==> config.mk <==
export PLATFORM = sky130hd
export DESIGN_NAME = multicycle_control
export DESIGN_NICKNAME = d
export VERILOG_FILES = /design/src/rtl/multicycle_control.sv
export SDC_FILE = /design/constraint.sdc
export NUM_CORES = 1
export LEC_CHECK = 0
export BUFFER_PORTS_ARGS = -buffer_cell sky130_fd_sc_hd__buf_2
export CAP_MARGIN = 25
export CORE_MARGIN = 2
export CORE_UTILIZATION = 45
export DETAILED_ROUTE_END_ITERATION = 10
export GPL_ROUTABILITY_DRIVEN = 0
export HOLD_SLACK_MARGIN = 0.1
export PLACE_DENSITY = 0.85
export SYNTH_ARGS = -nofsm -noshare
export SYNTH_HDL_FRONTEND = slang
export SYNTH_SLANG_ARGS = --single-unit
==> constraint.sdc <==
create_clock -name Clk -period 3.55 [get_ports Clk]
set_input_delay 0.1775 -clock Clk [delete_from_list [all_inputs] [get_ports Clk]]
set_output_delay 0.1775 -clock Clk [all_outputs]
set_load 0.02 [all_outputs]
==> src/rtl/multicycle_control.sv <==
// Multi-cycle control FSM for the processor datapath.
// Steps each instruction through IF/ID/EX/MEM/WB and drives the datapath
// control lines as Moore outputs decoded from the current state and the IR.
// It also counts retired instructions and keeps a sticky illegal-opcode flag.
module multicycle_control #(
  parameter int CNT_W = 32
) (
  input  logic             Clk,
  input  logic             Reset,
  input  logic [31:0]      Instr,
  input  logic             ALU_zero,
  output logic             IR_LdEn,
  output logic             PC_Sel,
  output logic             PC_LdEn,
  output logic             RF_WrEn,
  output logic             RF_WrData_sel,
  output logic             RF_B_sel,
  output logic             ALU_Bin_sel,
  output logic [3:0]       ALU_func,
  output logic             Mem_WrEn,
  output logic             Illegal,
  output logic [2:0]       State,
  output logic [CNT_W-1:0] Instr_Count
);

  typedef enum logic [2:0] {
    S_IF  = 3'd0,
    S_ID  = 3'd1,
    S_EX  = 3'd2,
    S_MEM = 3'd3,
    S_WB  = 3'd4
  } state_t;

  typedef enum logic [2:0] {
    K_RTYPE,
    K_ALUI,
    K_LW,
    K_SW,
    K_B,
    K_BEQ,
    K_BNE,
    K_ILL
  } kind_t;

  state_t           state_q, state_d;
  logic             illegal_q;
  logic [CNT_W-1:0] cnt_q;

  kind_t            kind;
  logic [3:0]       dec_func;
  logic             dec_bin;
  logic             dec_rfb;

  // Register-field bits are consumed by the datapath, not by control.
  logic unused_instr_bits;
  assign unused_instr_bits = ^Instr[25:4];

  // Opcode decode: instruction class plus the ALU-side controls it needs.
  always_comb begin
    kind     = K_ILL;
    dec_func = 4'b0000;
    dec_bin  = 1'b0;
    dec_rfb  = 1'b0;
    unique case (Instr[31:26])
      6'b100000: begin kind = K_RTYPE; dec_func = Instr[3:0]; end
      6'b110000: begin kind = K_ALUI; dec_func = 4'b0000; dec_bin = 1'b1; end
      6'b110010: begin kind = K_ALUI; dec_func = 4'b0010; dec_bin = 1'b1; end
      6'b110011: begin kind = K_ALUI; dec_func = 4'b0011; dec_bin = 1'b1; end
      6'b111000: begin kind = K_ALUI; dec_func = 4'b0000; dec_bin = 1'b1; end
      6'b001111: begin kind = K_LW;   dec_func = 4'b0000; dec_bin = 1'b1; end
      6'b011111: begin
        kind = K_SW; dec_func = 4'b0000; dec_bin = 1'b1; dec_rfb = 1'b1;
      end
      6'b111111: begin kind = K_B; end
      6'b000000: begin kind = K_BEQ; dec_func = 4'b0001; dec_rfb = 1'b1; end
      6'b000001: begin kind = K_BNE; dec_func = 4'b0001; dec_rfb = 1'b1; end
      default:   begin kind = K_ILL; end
    endcase
  end

  // Next state and Moore outputs; everything held inactive while Reset is high.
  always_comb begin
    state_d       = state_q;
    IR_LdEn       = 1'b0;
    PC_Sel        = 1'b0;
    PC_LdEn       = 1'b0;
    RF_WrEn       = 1'b0;
    RF_WrData_sel = 1'b0;
    RF_B_sel      = 1'b0;
    ALU_Bin_sel   = 1'b0;
    ALU_func      = 4'b0000;
    Mem_WrEn      = 1'b0;
    if (!Reset) begin
      unique case (state_q)
        S_IF: begin
          IR_LdEn = 1'b1;
          state_d = S_ID;
        end
        S_ID: begin
          state_d = S_EX;
        end
        S_EX: begin
          ALU_func    = dec_func;
          ALU_Bin_sel = dec_bin;
          RF_B_sel    = dec_rfb;
          unique case (kind)
            K_RTYPE, K_ALUI: state_d = S_WB;
            K_LW, K_SW:      state_d = S_MEM;
            K_B: begin
              PC_Sel  = 1'b1;
              PC_LdEn = 1'b1;
              state_d = S_IF;
            end
            K_BEQ: begin
              PC_Sel  = ALU_zero;
              PC_LdEn = 1'b1;
              state_d = S_IF;
            end
            K_BNE: begin
              PC_Sel  = ~ALU_zero;
              PC_LdEn = 1'b1;
              state_d = S_IF;
            end
            default: begin
              // Unsupported opcode: skip it by falling through to PC+4.
              PC_LdEn = 1'b1;
              state_d = S_IF;
            end
          endcase
        end
        S_MEM: begin
          // ALU controls stay put so the memory address remains stable.
          ALU_func    = dec_func;
          ALU_Bin_sel = dec_bin;
          RF_B_sel    = dec_rfb;
          if (kind == K_SW) begin
            Mem_WrEn = 1'b1;
            RF_B_sel = 1'b1;
            PC_LdEn  = 1'b1;
            state_d  = S_IF;
          end else begin
            state_d = S_WB;
          end
        end
        S_WB: begin
          ALU_func      = dec_func;
          ALU_Bin_sel   = dec_bin;
          RF_B_sel      = dec_rfb;
          RF_WrEn       = 1'b1;
          RF_WrData_sel = (kind == K_LW);
          PC_LdEn       = 1'b1;
          state_d       = S_IF;
        end
        default: begin
          state_d = S_IF;
        end
      endcase
    end
  end

  // State register; asynchronous reset aborts any instruction in flight.
  always_ff @(posedge Clk or posedge Reset) begin
    if (Reset) state_q <= S_IF;
    else       state_q <= state_d;
  end

  // Sticky illegal-opcode flag, set when an unsupported opcode reaches EX.
  always_ff @(posedge Clk or posedge Reset) begin
    if (Reset)                                    illegal_q <= 1'b0;
    else if (state_q == S_EX && kind == K_ILL)    illegal_q <= 1'b1;
  end

  // Retired-instruction counter: one tick per PC load, wrapping naturally.
  always_ff @(posedge Clk or posedge Reset) begin
    if (Reset)        cnt_q <= '0;
    else if (PC_LdEn) cnt_q <= cnt_q + {{(CNT_W-1){1'b0}}, 1'b1};
  end

  assign State       = state_q;
  assign Illegal     = illegal_q;
  assign Instr_Count = cnt_q;

endmodule

==> results.md <==
* YS warnings at 0
* Mapped Nets at 260
* Clock Tree Root: clkbuf_8
* First-pass GRT wire length at around 8000 um
* Core area at 4720 um^2
* Num rows at 25
* Critical path launch point type: flip-flop
* Die Y at 73.9 um
* CP arrival at around 2.0 ns
* CP max FO at 16
* Final Setup Violations at 0
* Most frequent cell after synthesis: dfrtp_1
* # nets final at 317
* RSZ-0062 raised after global routing: no
* Adder-cell area share of the yosys netlist at less than 1%
* PwrDens at 504 nW/um^2
* Netlist area before placement at 2200 um^2
* Vias in the first global route at 1,782
* Total grt overflow at 0
* Initial Utilization at 46.6%
* Slew headroom at between 40 and 50%
* Max Transition Viols Final at 0
* Die area at 5460 um^2
* Status: completed
* Complex-gate fraction of the synthesized area at roughly 7.7%
* Area grow syn2layout at 19.8%
* Netlist cell types at 45
* Peak Freq at ~460 MHz
* Endpoint class of the critical path: output port
* CTS buffer count at 5
* TNS Setup at 0 ns
* Xor/xnor share of the synthesized area at 12.7%
* Htree depth at 2
* Static Leakage at 1.19 nW
* Most used DFF post-synth: dfrtp_1
* Clock sinks at 36
* Worst IR drop on VDD at ~0.00025 V
* Clk_skew at ~0.0084 ns
* Total global-route track usage at 18.7%
* Period minus WS final at 2.18 ns
* Clock buffer depth at 2
* Largest net degree at the start of global routing at 37
* Drt wl/cell at 13.6 um
* Sequential-to-total area share from yosys stat at 41.0%
* Synth area leaders: dfrtp_1 41%, xor2_1 10%, nor4_2 8.0%
* # diodes at 0
* Synth Area in Simple Gates at 33.8%
* PortBufs at 60
* Area occupied by multi-input gates at 1230 um^2
* Critical path type: flip-flop to output port
* DRT Pass-1 Iters at 4
* FF-to-FF Start: Instr_Count[2]
* CTS-repair resized insts at 0
* Post-synthesis mux area share at 0.512%
* Endpoints failing hold at 0
* Total wire length at ~4700 um
* Final Hold Slack at 0.261 ns
* DP Worst Slack at 1.42 ns
* Yosys reg bits at 36
* Fillcell total at 438
* Synth area leader: dfrtp_1
* Number of synthesized flops with an enable pin at 0
* HPWL after detailed placement at 3460 um
* Slack of the worst reg-to-reg path at 1.39 ns
* Syn Inst Count at 224
* Critical path required time at 3.37 ns
* Worst setup margin at ~1.4 ns
* Fin crit share at 61.4%
* Sequential Area at 901 um^2
* FF-to-FF End: Instr_Count[25]
* CTS tree: built
* Post-route ant nets at 0
* Clock Latency Late Sink at 0.29 ns
* Synth top cells by count: 36 x dfrtp_1, 26 x xor2_1, 19 x nand2_1, 15 x nand3_1, 15 x nor2_1
* Die width at 73.9 um
* Min-delay worst type: input port to asynchronous set/reset pin
* Detailed-route DRC error count at 0
* Max cap viols at 0
* Asr flop ratio synth at between 90% and 100%
* DRT iter0 DRCs at 73
* Share of layout cells above drive strength 1 at 32.3%
* Reg2Reg Depth at 6
* Largest family of logic cells by synthesized area: simple AND/OR/NAND/NOR gates
* Clk pin slew, worst setup/hold paths at around 0.070 ns
* Syn Area/Cell at 9.82 um^2
* # IOs at 83
* Hold bufs inserted after CTS at 0
* Slew @ Worst Pin at 0.804 ns
* Top-area cell type share of the netlist area at 41.0%
* Postcts setup bufs at 0
* Initial antenna violation count at 0
* Vias/cell at 5.45
* Vias at 1,902
## layout by cell type, fill, tap and decap left out, types with 2 or more instances in the layout
cell type / instances
clkbuf_1: 2
inv_1: 5
nand2_1: 19
nor2b_1: 2
o21ai_0: 4
buf_2: 60
nand2b_1: 4
xnor2_1: 6
and2_1: 2
and3_1: 6
buf_4: 2
dfrtp_1: 36
nor4_1: 4
nor3_1: 9
xor2_1: 26
nand3_1: 15
nor4_2: 14
nand4_1: 7
and4_1: 2
nor2_1: 15
a31oi_1: 3
a21oi_1: 6
clkbuf_8: 6
nor4b_2: 4
nand3b_1: 2
a2111oi_0: 2
## registers in the layout (all words and copies together) (netlist names)
| signal | cells |
|---|---|
| State | 3 |
| Illegal | 1 |
| Instr_Count | 32 |
## routing by layer
metal	wire [um]	vias up	track usage [%]
met3	246	6	4.39
met2	2270	64	30.7
met5	0	-	0
met4	73	0	6.26
li1	-	926	-
met1	2150	906	24.2
## worst max-delay path by stage
stage,to,slack [ns],cells after the start,from
finish,PC_LdEn,1.37,6,State[0]
global route,PC_LdEn,1.18,5,State[2]
CTS,PC_LdEn,1.35,6,State[0]
detailed placement,Instr_Count[14],1.42,6,Reset
global placement,Instr_Count[19],1.43,8,Instr[30]
floorplan,PC_Sel,1.23,6,Instr[31]
## report_power, final
group          total, W  internal, W  leakage [nW]  switching [W]
Combinational  0.000471     0.000156         0.697       0.000315
Sequential     0.000561     0.000469         0.447      0.0000917
Clock          0.000296     0.000158        0.0455       0.000138
Total           0.00133     0.000784          1.19       0.000544
## critical path: stages (launching register included)
cell and delay, ns:
dfrtp_1 0.50, nor2_1 0.09, nand2_1 0.17, o21ai_1 0.13
a21oi_4 0.45, nor2_1 0.16, buf_2 0.22
## area by class of cell
type,count,share of cell area (%)
multi-input cells,171,46.5
repair buffers,62,12.0
inverters,5,0.712
flip-flops and latches,36,34.2
well taps,67,3.18
clock buffers,8,3.42
## stage by stage
stage / cells / power, W / util (%) / area [um^2]
3_5_place_dp: 341 / 0.00104 / 53.9 / 2540
5_1_grt: 349 / 0.00140 / 55.8 / 2640
3_3_place_gp: 341 / 0.00103 / 53.9 / 2540
4_1_cts: 349 / 0.00134 / 55.8 / 2640
2_1_floorplan: 224 / 0.000910 / - / 2200
6_report: 349 / 0.00133 / 55.8 / 2640
## cell families after synthesis
family,count (synthesis)
adder cells (fa/ha/maj),1
flip-flops,36
AO/OA/AOI/OAI,25
AND/OR/NAND/NOR,112
multiplexers,1
buffers and inverters,17
XOR/XNOR,32
No activity file was read; power rests on OpenSTA's default activity.
